[src/rtl/eth_rx_pkg.sv]
// Shared definitions for the Ethernet receive FCS path: CRC-32 constants
// and the per-frame status record.
package eth_rx_pkg;

  // Reflected CRC-32 (IEEE 802.3) constants.
  localparam logic [31:0] CRC32_POLY    = 32'hEDB88320;
  localparam logic [31:0] CRC32_INIT    = 32'hFFFFFFFF;
  // Register value left after running the CRC over a frame plus its own FCS.
  localparam logic [31:0] CRC32_RESIDUE = 32'hDEBB20E3;

  localparam int BYTE_CNT_W = 11;

  // Per-frame error summary; bit order matches the frame_status port.
  typedef struct packed {
    logic oversize;
    logic runt;
    logic mac_err;
    logic fcs_err;
  } rx_status_t;

endpackage

[src/rtl/eth_crc32_byte.sv]
// One-byte step of the reflected CRC-32, fully combinational
// (eight unrolled shift/xor stages). Shared with the transmit path.
module eth_crc32_byte
  import eth_rx_pkg::*;
(
  input  logic [31:0] crc_in,
  input  logic [7:0]  data,
  output logic [31:0] crc_out
);

  // Fold the byte into the low bits, then shift out one bit per stage.
  always_comb begin
    logic [31:0] c;
    // NOTE: blocking assignments here on purpose -- each loop stage must see
    // the result of the previous one within the same evaluation.
    c = crc_in ^ {24'h0, data};
    for (int i = 0; i < 8; i++) begin
      c = c[0] ? ((c >> 1) ^ CRC32_POLY) : (c >> 1);
    end
    crc_out = c;
  end

endmodule

[src/rtl/eth_rx_fcs_check.sv]
// Receive FCS checker: runs CRC-32 over every byte, strips the 4-byte FCS
// with a 4-byte hold-back pipeline, flags bad frames on the final output
// byte and publishes per-frame status.
// Optional statistics counters are built when ETH_RX_STATS_EN is defined.
module eth_rx_fcs_check
  import eth_rx_pkg::*;
#(
  parameter int MIN_LEN = 64,
  parameter int MAX_LEN = 1522,
  parameter int CNT_W   = 16
) (
  input  logic             rx_clk,
  input  logic             rst_int,
  input  logic [7:0]       s_rx_tdata,
  input  logic             s_rx_tvalid,
  input  logic             s_rx_tlast,
  input  logic             s_rx_tuser,
  output logic [7:0]       m_rx_tdata,
  output logic             m_rx_tvalid,
  output logic             m_rx_tlast,
  output logic             m_rx_tuser,
  output logic             frame_done,
  output logic [3:0]       frame_status,
  output logic [31:0]      rx_fcs_rcvd,
  output logic [CNT_W-1:0] good_cnt,
  output logic [CNT_W-1:0] bad_cnt,
  input  logic             cnt_clr
);

  localparam logic [BYTE_CNT_W-1:0] MIN_LEN_C = BYTE_CNT_W'(MIN_LEN);
  localparam logic [BYTE_CNT_W-1:0] MAX_LEN_C = BYTE_CNT_W'(MAX_LEN);
  localparam logic [BYTE_CNT_W-1:0] CNT_SAT   = '1;

  logic [31:0]           crc_q;
  logic [31:0]           crc_next;
  logic [BYTE_CNT_W-1:0] byte_cnt_q;
  logic [BYTE_CNT_W-1:0] byte_cnt_inc;
  // Hold-back bytes: newest in [31:24], oldest in [7:0].
  logic [31:0]           hold_q;
  logic [31:0]           hold_shift;
  logic [2:0]            fill_q;
  logic                  mac_err_q;
  logic                  pop;
  rx_status_t            status_now;
  rx_status_t            status_q;
  logic                  done_q;

  eth_crc32_byte u_crc (
    .crc_in  (crc_q),
    .data    (s_rx_tdata),
    .crc_out (crc_next)
  );

  // Frame verdict as it would stand if the current beat were the last one.
  always_comb begin
    // NOTE: every output of this block gets a default first, so no path
    // through it can leave a value unassigned and infer a latch.
    status_now   = '0;
    byte_cnt_inc = (byte_cnt_q == CNT_SAT) ? byte_cnt_q : byte_cnt_q + BYTE_CNT_W'(1);
    hold_shift   = {s_rx_tdata, hold_q[31:8]};
    pop          = s_rx_tvalid && (fill_q == 3'd4);
    status_now.fcs_err  = (crc_next != CRC32_RESIDUE);
    status_now.mac_err  = mac_err_q | s_rx_tuser;
    status_now.runt     = (byte_cnt_inc < MIN_LEN_C);
    status_now.oversize = (byte_cnt_inc > MAX_LEN_C);
  end

  // Per-frame accumulation: CRC, byte count, hold-back fill, sticky MAC error.
  always_ff @(posedge rx_clk) begin
    // NOTE: non-blocking assignments for all registered state, so every
    // register samples the values from before this edge.
    if (rst_int) begin
      crc_q      <= CRC32_INIT;
      byte_cnt_q <= '0;
      hold_q     <= '0;
      fill_q     <= '0;
      mac_err_q  <= 1'b0;
    end else if (s_rx_tvalid) begin
      if (s_rx_tlast) begin
        crc_q      <= CRC32_INIT;
        byte_cnt_q <= '0;
        hold_q     <= '0;
        fill_q     <= '0;
        mac_err_q  <= 1'b0;
      end else begin
        crc_q      <= crc_next;
        byte_cnt_q <= byte_cnt_inc;
        hold_q     <= hold_shift;
        fill_q     <= (fill_q == 3'd4) ? fill_q : fill_q + 3'd1;
        mac_err_q  <= status_now.mac_err;
      end
    end
  end

  // Output stream: emit the oldest held byte once four newer ones exist.
  always_ff @(posedge rx_clk) begin
    if (rst_int) begin
      m_rx_tdata  <= '0;
      m_rx_tvalid <= 1'b0;
      m_rx_tlast  <= 1'b0;
      m_rx_tuser  <= 1'b0;
    end else begin
      m_rx_tvalid <= pop;
      m_rx_tlast  <= pop && s_rx_tlast;
      m_rx_tuser  <= pop && s_rx_tlast && (|status_now);
      if (pop) begin
        m_rx_tdata <= hold_q[7:0];
      end
    end
  end

  // End-of-frame reporting: done pulse, held status and received FCS bytes.
  always_ff @(posedge rx_clk) begin
    if (rst_int) begin
      done_q      <= 1'b0;
      status_q    <= '0;
      rx_fcs_rcvd <= '0;
    end else begin
      done_q <= s_rx_tvalid && s_rx_tlast;
      if (s_rx_tvalid && s_rx_tlast) begin
        status_q    <= status_now;
        rx_fcs_rcvd <= hold_shift;
      end
    end
  end

  assign frame_done   = done_q;
  assign frame_status = status_q;

`ifdef ETH_RX_STATS_EN
  // Saturating good/bad frame counters, updated the cycle frame_done is high;
  // a clear in that same cycle wins and the frame is not counted.
  always_ff @(posedge rx_clk) begin
    if (rst_int || cnt_clr) begin
      good_cnt <= '0;
      bad_cnt  <= '0;
    end else if (done_q) begin
      if (status_q == '0) begin
        if (good_cnt != '1) good_cnt <= good_cnt + CNT_W'(1);
      end else begin
        if (bad_cnt != '1) bad_cnt <= bad_cnt + CNT_W'(1);
      end
    end
  end
`else
  logic unused_cnt_clr;
  assign unused_cnt_clr = cnt_clr;
  assign good_cnt       = '0;
  assign bad_cnt        = '0;
`endif

endmodule

[config.mk]
export PLATFORM = sky130hd
export DESIGN_NAME = eth_rx_fcs_check
export DESIGN_NICKNAME = d
export VERILOG_FILES = /design/src/rtl/eth_rx_pkg.sv /design/src/rtl/eth_crc32_byte.sv /design/src/rtl/eth_rx_fcs_check.sv
export SDC_FILE = /design/constraint.sdc
export NUM_CORES = 1
export LEC_CHECK = 0
export BUFFER_PORTS_ARGS = -buffer_cell sky130_fd_sc_hd__buf_2
export CORE_MARGIN = 2
export CORE_UTILIZATION = 35
export CTS_BUF_LIST = sky130_fd_sc_hd__clkbuf_4 sky130_fd_sc_hd__clkbuf_8 sky130_fd_sc_hd__clkbuf_16
export DETAILED_ROUTE_END_ITERATION = 6
export PLACE_DENSITY = 0.51
export SLEW_MARGIN = 20
export SYNTH_ARGS = -nofsm -noshare
export SYNTH_HDL_FRONTEND = slang
export SYNTH_SLANG_ARGS = --single-unit
[constraint.sdc]
create_clock -name rx_clk -period 2.52 [get_ports rx_clk]
set_input_delay 0.504 -clock rx_clk [delete_from_list [all_inputs] [get_ports rx_clk]]
set_output_delay 0.504 -clock rx_clk [all_outputs]
set_load 0.01 [all_outputs]
==> impl_metrics.ini, run 1 <==
[timing]
setup_tns_ps = 0
period_minus_slack_ps = 2360
hold_violations = 0
relSlewSlack_pct = 58.4
fmax_mhz = 423
tightest_slew_ps = 624
drv_slew = 0
setup_violations = 0
fin_crit_sh_pct = 93.8
skew_ps = 6.01
timing.hold.ws_ps = 353

[pwr]
p_sw_share_pct = 32.8
p_sw_mw = 2.45
power.density_nw_per_um2 = 990
comb_power_share_pct = 37.4
ir_drop_v = 0.000618
p_int_mw = 5.02
pwr-share-clk_pct = 31.4
pwr-share-seq_pct = 31.2
p_leak_nw = 3.13

[logic_synthesis]
synthCells = 733
async_reset_ff_share_pct = 0
synthDistinctLibCells = 57
synth-edff-count = 0
synth-main-ff-cell = dfxtp_1
synth-seq-cells = 127
synth_warnings = 0
ys_seq_area_share_pct = 41.6
avgSynthCellArea_um2 = 8.35
syn_area_um2 = 6120

[clocking]
clock-sinks = 127
cts_buffer_depth = 2
cts_tree = yes
path_clk_slew_ps = 60
post_cts_resized = 0
cts_hold_buffers = 0
htreeDepth = 4
cts_buffers = 17
clk_latency_ps = 410
root_buffer = clkbuf_16
postCtsSetupBuffers = 0

[placed_design]
port_buffers = 60
place_area_um2 = 6970
gp_congestion = 0.840
dp_hpwl_um = 10700
placedCellCount = 1042

[run_status]
outcome = completed

[global_routing]
grt_pass1_vias = 4824
gr-total-overflow = 0
grt_antenna_before_repair = 0
grt_pass1_wl_um = 24600
grt_max_degree = 71
grt_use_total_pct = 16.9

[worst_setup_path]
path_buf_inv = 1
ff2ff_path_depth = 9
crit_path_start = crc_q[7]
r2r-end = frame_status[0]
crit_type = register to register
start_kind = register
endpoint_kind = register
critPathMaxFanout = 3
reg2reg_slack_ps = 160
r2r-start = crc_q[7]
critPathSlowestCell = or3b_2
crit_path_cell_trace = xor2_4, xnor2_1, xor2_1, or3b_2, mux2i_2, nand4b_1, nor4_2, buf_4, o31ai_1
required_ps = 2810
slowest_delay_ps = 490
path_delay_family = simple AND/OR/NAND/NOR gates
worstPathArrival_ps = 2650

[min_path]
min_to = frame_status[1]
holdPathStages = 3
hold_class = primary input to register
hold_start = s_rx_tuser

[final_layout]
final_layout_size_suffix_gt1_share_pct = 21.9
finish.instance_area_um2 = 7550
nFillCells = 1745
finalNonFillerCells = 1074
fin_nets = 854
area_delta_synth_final_pct = 23.4
diodes = 0

[route]
vias_per_cell = 4.75
vias = 5097
antenna_left = 0
wl_per_cell_um = 14.1
drt_first_pass_iters = 5
drc = 0
drt_iter0_markers = 317
routed_wl_um = 15100

[floorplan]
die_w_um = 136
die_area_um2 = 18600
core.rowCount = 48
io_pins = 94
core-area_um2 = 17200
die_h_um = 136
floorplan.initialDensity_pct = 35.6

[flow_run]
drv_cap = 0
[Yosys cell counts, types with 3 or more instances]
| library cell | n | area (um2) |
|---|---|---|
| nand2_1 | 126 | 473 |
| a211oi_1 | 5 | 37.5 |
| and3_1 | 5 | 31.3 |
| o21ai_0 | 41 | 205 |
| clkbuf_1 | 33 | 124 |
| buf_1 | 8 | 30.0 |
| xnor2_1 | 41 | 359 |
| nand3b_1 | 4 | 30.0 |
| ha_1 | 4 | 50.1 |
| dfxtp_1 | 127 | 2540 |
| xor2_1 | 24 | 210 |
| buf_4 | 32 | 240 |
| nor2_1 | 89 | 334 |
| o31ai_1 | 3 | 22.5 |
| xnor2_2 | 8 | 130 |
| nor2b_1 | 5 | 31.3 |
| a31oi_1 | 5 | 31.3 |
| mux2i_1 | 4 | 40.0 |
| nor3_1 | 6 | 30.0 |
| inv_1 | 6 | 22.5 |
| a22o_1 | 34 | 298 |
| xnor2_4 | 3 | 82.6 |
| nand3_1 | 13 | 65.1 |
| a21oi_1 | 65 | 325 |
[per-stage QoR]
step	worst slack [ps]	util [%]	total power, mW
6_report	157	44.0	7.47
5_1_grt	-0.364	44.0	7.94
4_1_cts	76.3	43.9	7.54
3_5_place_dp	-153	40.6	5.15
3_3_place_gp	-89.0	40.6	5.13
2_1_floorplan	154	-	4.20
[state kept, by name (all words and copies together), names as in the netlist]
signal / flops
crc_q: 32
byte_cnt_q: 11
frame_status: 4
m_rx_tuser: 1
rx_fcs_rcvd: 32
frame_done: 1
m_rx_tlast: 1
m_rx_tdata: 8
fill_q: 3
hold_q: 32
mac_err_q: 1
m_rx_tvalid: 1
[worst max-delay path by stage]
stage	slack [ps]	cells after the start	end
6_report	160	9	frame_status[0]
2_1_floorplan	150	8	m_rx_tuser
5_1_grt	-0.4	9	frame_status[0]
3_5_place_dp	-150	10	m_rx_tuser
4_1_cts	80	9	m_rx_tuser
3_3_place_gp	-90	11	frame_status[0]
[cells by family (layout without fill, tap and decap cells)]
kind of cell / count (synthesis) / in the layout / share of synthesized area [%]
multiplexers: 4 / 4 / 0.655
flip-flops: 127 / 127 / 41.6
AND/OR/NAND/NOR: 266 / 266 / 18.6
adder cells (fa/ha/maj): 4 / 4 / 0.818
other: 1 / 32 / 0.0613
buffers and inverters: 82 / 167 / 7.04
XOR/XNOR: 78 / 78 / 13.7
AO/OA/AOI/OAI: 171 / 171 / 17.6
[cell usage in the layout, fill, tap and decap left out, types with 5 or more instances in the layout]
master	n
a211oi_1	5
a21oi_1	64
a22o_1	34
a31oi_1	5
and3_1	5
buf_2	60
buf_4	65
clkbuf_16	17
conb_1	32
dfxtp_1	126
inv_1	6
nand2_1	126
nand3_1	13
nor2_1	88
nor2b_1	5
nor3_1	6
o21ai_0	41
xnor2_1	41
xnor2_2	8
xor2_1	24
[metal layers]
metal,routed length [um],part of all wire [%],up-vias,global-route usage [%]
met3,487,3.2,12,3.80
met2,7090,47,108,26.4
met5,0,0,-,0
met1,7340,49,2352,22.7
li1,-,-,2625,-
met4,177,1.2,0,6.31
[power by group through the flow]
| stage | clock network (mW) | registers (mW) | logic [mW] |
|---|---|---|---|
| 4_1_cts | 2.40 | 2.33 | 2.80 |
| 5_1_grt | 2.49 | 2.36 | 3.10 |
| 3_3_place_gp | 0 | 2.37 | 2.77 |
| 6_report | 2.34 | 2.33 | 2.79 |
| 2_1_floorplan | 0 | 2.34 | 1.86 |
| 3_5_place_dp | 0 | 2.37 | 2.78 |
[cell type report]
type / instances / area (um2) / area share (%)
multi-input combinational: 555 / 3280 / 43.4
inverter: 7 / 26.3 / 0.348
clock buffer: 20 / 460 / 6.10
sequential: 127 / 2540 / 33.7
timing repair buffer: 128 / 848 / 11.2
clock inverter: 12 / 111 / 1.47
tap: 225 / 282 / 3.73
[worst min-delay path: cells and delay by family]
kind / cells / cell delay, ps
compound gates: 1 / 70
buf+inv: 1 / 100
simple gates: 1 / 60
Note: power is estimated with default switching activity, not from simulation.
==> run 2, diff against run 1 <==
- BUFFER_PORTS_ARGS: -buffer_cell sky130_fd_sc_hd__buf_2 -> -buffer_cell sky130_fd_sc_hd__buf_4
==> impl_metrics.ini, run 2 (same netlist as run 1, synthesis figures left out) <==
[floorplan]
die_area_um2 = 18600
core.rowCount = 48
io_pins = 94
die_h_um = 136
die_w_um = 136
floorplan.initialDensity_pct = 35.6
core-area_um2 = 17200

[pwr]
p_leak_nw = 3.24
ir_drop_v = 0.000529
power.density_nw_per_um2 = 1030

[route]
wl_per_cell_um = 14.1
drc = 0
routed_wl_um = 15200
drt_first_pass_iters = 5
vias = 5160
drt_iter0_markers = 254
vias_per_cell = 4.79
antenna_left = 0

[global_routing]
grt_pass1_wl_um = 23800
grt_antenna_before_repair = 0
gr-total-overflow = 0
grt_use_total_pct = 16.5
grt_pass1_vias = 4656
grt_max_degree = 52

[final_layout]
nFillCells = 1701
finish.instance_area_um2 = 7960
diodes = 0
largestRegisters = crc_q: 32 flops, hold_q: 32 flops, rx_fcs_rcvd: 32 flops
fin_nets = 858
final_common_cell = buf_4
most-common-layout-cells = buf_4 (127), nand2_1 (126), dfxtp_1 (126)
finalNonFillerCells = 1077
area_delta_synth_final_pct = 30.0
final_layout_size_suffix_gt1_share_pct = 23.2

[placed_design]
gp_congestion = 0.853
place_area_um2 = 7080
port_buffers = 60
place_ws_ps = -177
dp_hpwl_um = 10400
placedCellCount = 1038

[clocking]
htreeDepth = 4
clock-sinks = 127
path_clk_slew_ps = 60
cts_buffer_depth = 2
root_buffer = clkbuf_16
clk_latency_ps = 430
cts_buffers = 17
cts_tree = yes
cts_hold_buffers = 0

[worst_setup_path]
crit_type = register to register
critPathMaxFanout = 5
reg2reg_slack_ps = 70
start_kind = register
endpoint_kind = register
required_ps = 2820
worstPathArrival_ps = 2740

[min_path]
hold_class = primary input to register

[timing]
tightest_slew_ps = 516
rsz0062_at_grt = yes
relSlewSlack_pct = 65.6
fmax_mhz = 409
fin_crit_sh_pct = 97.1
drv_slew = 0
skew_ps = 12.7
timing.hold.ws_ps = 327
worst_slack_ps = 72.6
period_minus_slack_ps = 2450
hold_violations = 0
setup_violations = 0

[flow_run]
drv_cap = 0

[run_status]
outcome = completed
run 2: power by group:
part           internal (mW)  switching (mW)
logic                   1.58            1.45
registers               2.18           0.162
clock network           1.86           0.920
total                   5.62            2.54
run 2: timing repair:
action / CTS / global route
setup buffers: 0 / 9
endpoints found under the setup margin: 0 / 2
gates resized for setup: 0 / 21
run 2: per-layer routing:
layer  track usage, %  up-vias  wire, um
met5                0        -         0
li1                 -     2627         -
met2             26.2      115      7060
met4             6.71        0       177
met1             21.8     2408      7280
met3             3.50       10       645
run 2: metrics by stage:
stage          total power, mW  setup TNS (ps)  util, %
2_1_floorplan             4.20               0        -
3_3_place_gp              5.11            -378     41.2
3_5_place_dp              5.12            -351     41.2
4_1_cts                   7.94               0     45.1
5_1_grt                   8.62           -16.1     46.3
6_report                  8.16               0     46.3
run 2: path summary, 6_finish.rpt:
| kind | from | end | depth (start not counted) |
|---|---|---|---|
| worst max register to register | crc_q[0] | m_rx_tuser | 9 |
| worst min-delay path | s_rx_tuser | frame_status[1] | 3 |
| worst min register to register | frame_status[1] | frame_status[1] | 2 |
| worst max-delay path | crc_q[0] | m_rx_tuser | 9 |
run 2: critical path, cell delays in order (launching register included):
cell,delay [ps]
dfxtp_1,360
xnor2_4,290
buf_4,170
xor2_1,70
or3b_2,440
mux2i_1,200
nand4b_1,210
nor4_4,350
buf_4,170
a21boi_1,50
run 2: final cells by class:
type / instances / area (um2) / share of cell area (%)
Sequential cell: 127 / 2550 / 32.0
Clock buffer: 18 / 433 / 5.44
Timing Repair Buffer: 132 / 1040 / 13.0
Inverter: 7 / 28.8 / 0.362
Multi-Input combinational cell: 555 / 3390 / 42.7
Clock inverter: 13 / 236 / 2.97
Tap cell: 225 / 282 / 3.54
==> run 3, diff against run 2 <==
- PLACE_DENSITY: 0.51 -> 0.53
- clock period: 2.52 -> 2.05 ns (I/O delays scaled with it)
==> impl_metrics.ini, run 3 (same netlist as run 1, synthesis figures left out) <==
[run_status]
outcome = finished with violations
violations = setup timing

[worst_setup_path]
critPathSlowestCell = or3b_4
slowest_delay_ps = 400
crit_type = register to register
critPathMaxFanout = 4
required_ps = 2340
endpoint_kind = register
crit_path_cell_trace = xnor2_4, xnor2_2, xor2_1, or3b_4, mux2i_2, nand4b_1, nor4_2, buf_4, a21boi_1
start_kind = register
worstPathArrival_ps = 2590

[global_routing]
grt_pass1_vias = 5114
gr-total-overflow = 0
grt_use_total_pct = 18.0
grt_max_degree = 46
grt_antenna_before_repair = 0
grt_pass1_wl_um = 26300

[final_layout]
final_layout_size_suffix_gt1_share_pct = 25.7
most-common-layout-cells = buf_4 (147), nand2_1 (126), dfxtp_1 (122)
finalNonFillerCells = 1101
area_delta_synth_final_pct = 31.6
largestRegisters = crc_q: 32 flops, hold_q: 32 flops, rx_fcs_rcvd: 32 flops
fin_nets = 882
diodes = 0
final_common_cell = buf_4

[placed_design]
place_ws_ps = -492
placedCellCount = 1065
gp_congestion = 0.879
dp_hpwl_um = 11200
port_buffers = 60

[timing]
timing.hold.ws_ps = 250
fmax_mhz = 435
setup_violations = 2
drv_slew = 0
fin_crit_sh_pct = 112
period_minus_slack_ps = 2300
tightest_slew_ps = 523
hold_violations = 0
rsz0062_at_grt = yes
skew_ps = 8.50
worst_slack_ps = -249
relSlewSlack_pct = 65.0

[pwr]
comb_power_share_pct = 41.5
power.density_nw_per_um2 = 1190
power_mw = 9.58
p_sw_mw = 3.20
p_leak_nw = 3.30
p_int_mw = 6.38
pwr-share-clk_pct = 28.5
pwr-share-seq_pct = 30.0
p_sw_share_pct = 33.4
ir_drop_v = 0.000646

[floorplan]
floorplan.initialDensity_pct = 35.6
die_area_um2 = 18600
core-area_um2 = 17200
io_pins = 94
die_h_um = 136
die_w_um = 136
core.rowCount = 48

[clocking]
cts_hold_buffers = 0
clock-sinks = 127
cts_buffer_depth = 2
root_buffer = clkbuf_16
cts_tree = yes
htreeDepth = 4
path_clk_slew_ps = 60
cts_buffers = 17
clk_latency_ps = 420

[route]
drc = 0
vias = 5283
vias_per_cell = 4.80
drt_iter0_markers = 267
wl_per_cell_um = 14.4
routed_wl_um = 15800
drt_first_pass_iters = 5
antenna_left = 0

[min_path]
hold_class = primary input to register

[flow_run]
drv_cap = 0
-- run 3: cell types whose count changed in the layout (fill, tap and decap cells not counted), moves of 4 or more --
cell       delta
buf_4        +20
bufinv_16     -6
buf_12        +4
dfxtp_1       -4
dfxtp_2       +4
xnor2_2       -4
-- run 3: path summary, 6_finish.rpt --
path | slack, ps | endpoint | from | depth (start not counted)
worst max-delay path | -250 | m_rx_tuser | crc_q[2] | 9
worst max register to register | -250 | m_rx_tuser | crc_q[2] | 9
worst min register to register | 450 | m_rx_tdata[6] | hold_q[6] | 2
worst min-delay path | 250 | mac_err_q | s_rx_tuser | 3
-- run 3: through the flow --
stage / TNS [ps] / utilization, % / cell area, um2
2_1_floorplan: -127 / - / 6320
3_3_place_gp: -1370 / 43.1 / 7410
3_5_place_dp: -1460 / 43.1 / 7410
4_1_cts: -544 / 46.4 / 7980
5_1_grt: -827 / 46.9 / 8050
6_report: -495 / 46.9 / 8050
-- run 3: power groups by stage --
stage	clock, mW	sequential, mW	combinational [mW]
2_1_floorplan	0	2.88	2.39
3_3_place_gp	0	2.92	3.79
3_5_place_dp	0	2.92	3.82
4_1_cts	2.80	2.88	3.90
5_1_grt	2.91	2.90	4.36
6_report	2.73	2.88	3.97
-- run 3: cell type report --
| cell class | count | area, um2 |
|---|---|---|
| multi-input cells | 555 | 3390 |
| flip-flops and latches | 127 | 2550 |
| well taps | 225 | 282 |
| clock inverters | 12 | 91.3 |
| clock buffers | 19 | 440 |
| repair buffers | 156 | 1270 |
| fillers | 1716 | 9130 |
| inverters | 7 | 26.3 |
-- run 3: critical path: cells and delay by family (launching register included) --
family	cells	cell delay [ps]
AOI/OAI and AO/OA	1	50
xor gates and xnor gates	3	590
buffers and inverters	1	170
DFF	1	350
muxes	1	180
and+or+nand+nor	3	840
-- run 3: routing by layer --
metal	up-vias	share of wire (%)	GRT usage, %
met1	2463	49	24.5
met4	0	1.5	6.94
met3	14	3.9	3.58
li1	2681	-	-
met5	-	0	0
met2	125	46	28.1
-- run 3: timing repair --
item	in CTS	in global routing
pin swaps	3	7
buffers inserted	2	4
endpoints found under the setup margin	4	9
gates resized for setup	7	10
cloned	0	0
